[src/rtl/sonic_ranger.sv]
// sonic_ranger: drives an HC-SR04-style ultrasonic sensor from the system clock.
// Emits a periodic trigger pulse, times the returning echo with a microsecond
// tick, and converts the echo width to whole centimetres using a counter
// chain (no divider). The distance bus only changes on the valid strobe.
module sonic_ranger #(
  parameter int CLK_PER_US = 100,
  parameter int TRIG_US    = 10,
  parameter int PERIOD_US  = 60000,
  parameter int TIMEOUT_US = 30000,
  parameter int US_PER_CM  = 58
) (
  input  logic       clk,
  input  logic       rst,
  input  logic       echo,
  output logic       trig,
  output logic [7:0] distance,
  output logic       valid,
  output logic       timeout
);

  // Counter widths; guarded so degenerate parameter values still give >= 1 bit.
  localparam int PRESC_W     = (CLK_PER_US > 1) ? $clog2(CLK_PER_US) : 1;
  localparam int PERIOD_W    = (PERIOD_US > 1) ? $clog2(PERIOD_US) : 1;
  localparam int US_MAX      = (TIMEOUT_US > TRIG_US) ? TIMEOUT_US : TRIG_US;
  localparam int US_W        = $clog2(US_MAX + 1);
  localparam int SUB_W       = (US_PER_CM > 1) ? $clog2(US_PER_CM) : 1;
  localparam int SYNC_STAGES = 2;

  localparam logic [PRESC_W-1:0]  PRESC_LAST  = PRESC_W'(CLK_PER_US - 1);
  localparam logic [PERIOD_W-1:0] PERIOD_LAST = PERIOD_W'(PERIOD_US - 1);
  localparam logic [US_W-1:0]     TRIG_LAST   = US_W'(TRIG_US - 1);
  localparam logic [US_W-1:0]     TMO_LAST    = US_W'(TIMEOUT_US - 1);
  localparam logic [SUB_W-1:0]    SUB_LAST    = SUB_W'(US_PER_CM - 1);

  typedef enum logic [2:0] {
    ST_TRIG,
    ST_WAIT_RISE,
    ST_MEASURE,
    ST_DONE,
    ST_HOLD
  } state_t;

  state_t               state_reg;
  logic [PRESC_W-1:0]   presc_reg;
  logic                 tick_reg;
  logic [PERIOD_W-1:0]  period_reg;
  logic [US_W-1:0]      us_reg;
  logic [SUB_W-1:0]     sub_reg;
  logic [7:0]           cm_reg;
  logic                 hit_timeout_reg;
  logic [SYNC_STAGES-1:0] sync_reg;
  logic                 echo_prev_reg;

  logic echo_s;
  logic echo_rise;
  logic echo_fall;
  logic period_wrap;

  // Synchronised echo and its single-cycle edge indications.
  assign echo_s    = sync_reg[SYNC_STAGES-1];
  assign echo_rise = echo_s & ~echo_prev_reg;
  assign echo_fall = ~echo_s & echo_prev_reg;

  // The last microsecond of the measurement period; aborts and restarts the cycle.
  assign period_wrap = tick_reg && (period_reg == PERIOD_LAST);

  // Two-flop synchroniser for the asynchronous echo pin, plus an edge-detect flop.
  always_ff @(posedge clk or negedge rst) begin
    if (!rst) begin
      sync_reg      <= '0;
      echo_prev_reg <= 1'b0;
    end else begin
      sync_reg      <= {sync_reg[SYNC_STAGES-2:0], echo};
      echo_prev_reg <= echo_s;
    end
  end

  // Free-running prescaler producing a registered one-cycle microsecond tick.
  always_ff @(posedge clk or negedge rst) begin
    if (!rst) begin
      presc_reg <= '0;
      tick_reg  <= 1'b0;
    end else begin
      tick_reg <= (presc_reg == PRESC_LAST);
      if (presc_reg == PRESC_LAST) begin
        presc_reg <= '0;
      end else begin
        presc_reg <= presc_reg + 1'b1;
      end
    end
  end

  // Trigger-to-trigger period counter in microseconds.
  always_ff @(posedge clk or negedge rst) begin
    if (!rst) begin
      period_reg <= '0;
    end else if (tick_reg) begin
      if (period_wrap) begin
        period_reg <= '0;
      end else begin
        period_reg <= period_reg + 1'b1;
      end
    end
  end

  // Measurement FSM with the us/cm counter chain and registered outputs.
  always_ff @(posedge clk or negedge rst) begin
    if (!rst) begin
      state_reg       <= ST_TRIG;
      trig            <= 1'b0;
      distance        <= 8'd255;
      valid           <= 1'b0;
      timeout         <= 1'b0;
      us_reg          <= '0;
      sub_reg         <= '0;
      cm_reg          <= '0;
      hit_timeout_reg <= 1'b0;
    end else begin
      valid <= 1'b0;
      if (period_wrap && (state_reg != ST_DONE)) begin
        // New period: drop whatever was in progress and fire the trigger now,
        // so consecutive trigger rising edges are exactly one period apart.
        state_reg <= ST_TRIG;
        trig      <= 1'b1;
        us_reg    <= '0;
      end else begin
        case (state_reg)
          ST_TRIG: begin
            trig <= 1'b1;
            if (tick_reg) begin
              if (us_reg == TRIG_LAST) begin
                trig      <= 1'b0;
                us_reg    <= '0;
                state_reg <= ST_WAIT_RISE;
              end else begin
                us_reg <= us_reg + 1'b1;
              end
            end
          end

          ST_WAIT_RISE: begin
            // Only a true rising edge starts a measurement; an echo that is
            // already high here is ignored until it drops and rises again.
            if (echo_rise) begin
              us_reg    <= '0;
              sub_reg   <= '0;
              cm_reg    <= '0;
              state_reg <= ST_MEASURE;
            end else if (tick_reg) begin
              us_reg <= us_reg + 1'b1;
              if (us_reg == TMO_LAST) begin
                hit_timeout_reg <= 1'b1;
                state_reg       <= ST_DONE;
              end
            end
          end

          ST_MEASURE: begin
            // The tick on the falling-edge cycle still counts, so an echo of
            // N us accumulates exactly N ticks between the two edge decisions.
            if (tick_reg) begin
              us_reg <= us_reg + 1'b1;
              if (sub_reg == SUB_LAST) begin
                sub_reg <= '0;
                if (cm_reg != 8'd255) begin
                  cm_reg <= cm_reg + 8'd1;
                end
              end else begin
                sub_reg <= sub_reg + 1'b1;
              end
            end
            // Falling edge has priority over a coincident timeout.
            if (echo_fall) begin
              hit_timeout_reg <= 1'b0;
              state_reg       <= ST_DONE;
            end else if (tick_reg && (us_reg == TMO_LAST)) begin
              hit_timeout_reg <= 1'b1;
              state_reg       <= ST_DONE;
            end
          end

          ST_DONE: begin
            valid    <= 1'b1;
            timeout  <= hit_timeout_reg;
            distance <= hit_timeout_reg ? 8'd255 : cm_reg;
            us_reg   <= '0;
            // A wrap landing on DONE is honoured one cycle later.
            state_reg <= period_wrap ? ST_TRIG : ST_HOLD;
          end

          ST_HOLD: begin
            state_reg <= ST_HOLD;
          end

          default: begin
            state_reg <= ST_TRIG;
          end
        endcase
      end
    end
  end

endmodule
[config.mk]
export PLATFORM = sky130hd
export DESIGN_NAME = sonic_ranger
export DESIGN_NICKNAME = d
export VERILOG_FILES = /design/src/rtl/sonic_ranger.sv
export SDC_FILE = /design/constraint.sdc
export NUM_CORES = 1
export LEC_CHECK = 0
export CAP_MARGIN = 40
export CORE_MARGIN = 1.5
export CORE_UTILIZATION = 57
export DETAILED_ROUTE_END_ITERATION = 12
export DONT_BUFFER_PORTS = 1
export GPL_TIMING_DRIVEN = 0
export PLACE_DENSITY_LB_ADDON = 0.1
export SYNTH_ARGS = -nofsm -noshare
export SYNTH_HDL_FRONTEND = slang
export SYNTH_SLANG_ARGS = --single-unit
[constraint.sdc]
create_clock -name clk -period 2.02 [get_ports clk]
set_clock_uncertainty 0.2 [all_clocks]
set_input_delay 0.202 -clock clk [delete_from_list [all_inputs] [get_ports clk]]
set_output_delay 0.202 -clock clk [all_outputs]
set_load 0.03 [all_outputs]
==> flow_summary.yaml <==
global_routing:
  grt_pass1_vias: 3309
  grt_pass1_wl_um: 15500
  grt_max_degree: 72
  track_usage_pct: 27.0
  grt_overflow_total: 0
  grt_antenna_before_repair: 0
timing:
  fin_hold_ws_ns: -0.665
  slew_viol_final: 0
  hold_viol: 71
  setup_viol: 34
  rsz0062_at_grt: "true"
  slew_headroom_pct: 49.9
  worst_slack_ns: -0.194
  layout_min_cycle_time_ns: 2.21
  period_share_pct: 110
  max_freq_mhz: 452
  worst_pin_slew_ns: 0.752
power_and_ir_drop:
  power_leakage_nw: 2.01
  power_mw: 2.59
  powerDensity_nw_per_um2: 539
  ir_drop_mv: 0.447
finish:
  largest_register_ffs: 16
  layout-drive-gt1-share_pct: 29.2
  n_antenna_cell: 0
  syn_to_final_growth_pct: 24.4
  finalNetCount: 471
  post-route-util_pct: 74.4
  fillers: 459
clock_network:
  cts.sinks: 71
  cts_tree: "done"
  clockRootBuffer: "clkbuf_8"
  clock_path_buffers: 2
  postCtsHoldBufs: 1
  clk_pin_slew_worst_paths_ns: 0.08
  clkLatencyLatePin_ns: 0.35
  htreeDepth: 3
  cts_made_buffers: 9
placed_design:
  gp_congestion: 0.921
  hpwl_um: 5850
  numPortBuffers: 0
synth:
  synth_top_flop_cell: "dfrtp_1"
  synth.most_common_cell: "dfrtp_1"
  syn_nets: 431
  ys_seq_area_share_pct: 46.3
  netlist_area_um2: 3860
  yosys_warnings: 0
  synth_common_cells: "dfrtp_1 (63), nand2_1 (40), o21ai_0 (33)"
  yosysTopAreaCell: "dfrtp_1"
  synth-seq-cells: 71
  yosysUniqueCellTypes: 60
  avgSynthCellArea_um2: 9.17
  synthCells: 421
  ys_top_cells_by_area: "dfrtp_1 (41%), dfstp_2 (5.4%), o21ai_0 (4.3%)"
  synth-edff-count: 0
  synth_top_area_share_pct: 40.8
  async_flop_share_pct: 100
critical_path:
  cp-end-kind: "flip-flop"
  cp.depth: 5
  max_stage_delay_ns: 0.49
  cp_top_family: "simple AND/OR/NAND/NOR gates"
  arrival_ns: 2.26
  worst-path-buf-inv: 1
  critPathSlowestCell: "or4_4"
  worstPathCellList: "inv_1 > or3_4 > or4_4 > and3_4 > a211o_1"
  cp_max_fo: 6
  crit_path_start_kind: "flip-flop"
  path_class: "flip-flop to flip-flop"
  r2r_cells: 5
  crit_required_ns: 2.06
flow_run:
  drv_cap: 0
detailed_routing:
  vias_per_cell: 6.49
  detail_route.wl_per_cell_um: 17.8
  ant_nets: 0
  routed_wl_um: 9670
  drc: 3
  drtPass1Iterations: 9
  drt_iter0_drc: 311
  via_count: 3522
floorplanning:
  floorplan.die.width_um: 85.3
  die_height_um: 85.3
  core_um2: 6460
  start_util_pct: 59.8
  die-area_um2: 7280
  row_count: 29
  num_io_pins: 14
run_status:
  status: "finished with violations"
  violations: "design-rule violations, negative hold slack, negative setup slack"
hold_path:
  min_path_type: "input pin to async pin"
## power breakdown
group	switching, mW	internal (mW)
Sequential	0.00177	1.42
Clock	0.554	0.605
Combinational	0.00310	0.00315
Total	0.558	2.03
## path summary, 6_finish.rpt
check,startpoint,end,slack [ns]
hold reg to reg,sync_reg[0],sync_reg[1],0.16
max in group asynchronous,rst,distance[1],2.10
hold / removal,rst,us_reg[11],-0.66
min in group clk,sync_reg[0],sync_reg[1],0.16
setup reg to reg,us_reg[8],us_reg[14],-0.19
setup / recovery,us_reg[8],us_reg[14],-0.19
## worst reg2reg max path, delay by kind of cell (launching register included)
family                 cells  cell delay, ns
and+or+nand+nor            3            1.08
DFF                        1            0.43
AOI/OAI and AO/OA          1            0.26
buffers and inverters      1            0.12
## final cells by class
cell class	count	area (µm²)	area share [%]
multi-input cells	316	2290	47.7
flip-flops and latches	71	1790	37.3
repair buffers	31	262	5.44
clock buffers	11	141	2.94
plain buffers	15	104	2.16
well taps	77	96.3	2.01
inverters	17	63.8	1.33
clock inverters	5	56.3	1.17
## kinds of logic (layout without fill, tap and decap cells)
kind of cell             count (synthesis)  count (layout)  share of synthesized area, %
AND/OR/NAND/NOR                        176             176                          24.4
AO/OA/AOI/OAI                          114             114                          19.1
flip-flops                              71              71                          46.3
buffers and inverters                   34              79                          3.56
XOR/XNOR                                15              15                          3.40
adder cells (fa/ha/maj)                  7               7                          2.27
multiplexers                             4               4                          1.07
## metrics by stage
stage                     setup slack (ns)  instance area, µm²  std cells  TNS (ns)
after floorplan                     -0.108                3930        421    -0.840
after global placement              -0.458                4030        498     -9.13
after detailed placement            -0.474                4030        498    -10.27
after CTS                           -0.195                4510        528     -4.18
after global routing                -0.222                4800        543     -5.12
final                               -0.194                4800        543     -3.12
## layer usage
layer  up-vias  routed length, µm  track usage [%]
met2       141               4490             42.0
met5         -                  0                0
met3        30                640             6.81
li1       1647                  -                -
met1      1704               4300             36.4
met4         0                235             10.9
## what timing repair did
item,CTS,global route
gates cloned,1,1
buffers inserted,14,14
pin swaps,21,20
resized for setup,54,48
endpoints found under the setup margin,43,44
endpoints found under the hold margin,72,71
## cell usage in the layout (no fill, tap or decap), drive strengths merged, types with 3 or more instances in the layout
| master | instances |
|---|---|
| or3 | 8 |
| o31ai | 6 |
| clkbuf | 19 |
| nand2b | 3 |
| nor4 | 5 |
| and2 | 3 |
| a31oi | 17 |
| buf | 37 |
| o21ai | 33 |
| or2 | 3 |
| and3 | 13 |
| or4 | 6 |
| o32ai | 4 |
| nand3 | 31 |
| xnor2 | 11 |
| mux2i | 3 |
| xor2 | 4 |
| dfrtp | 63 |
| dfstp | 8 |
| ha | 7 |
| o22ai | 6 |
| a21oi | 18 |
| nand2 | 41 |
| inv | 18 |
| nor3b | 3 |
| o211ai | 9 |
| nor2b | 5 |
| nor3 | 8 |
| nor2 | 30 |
| nand4 | 12 |
No activity file was read; power rests on OpenSTA's default activity.
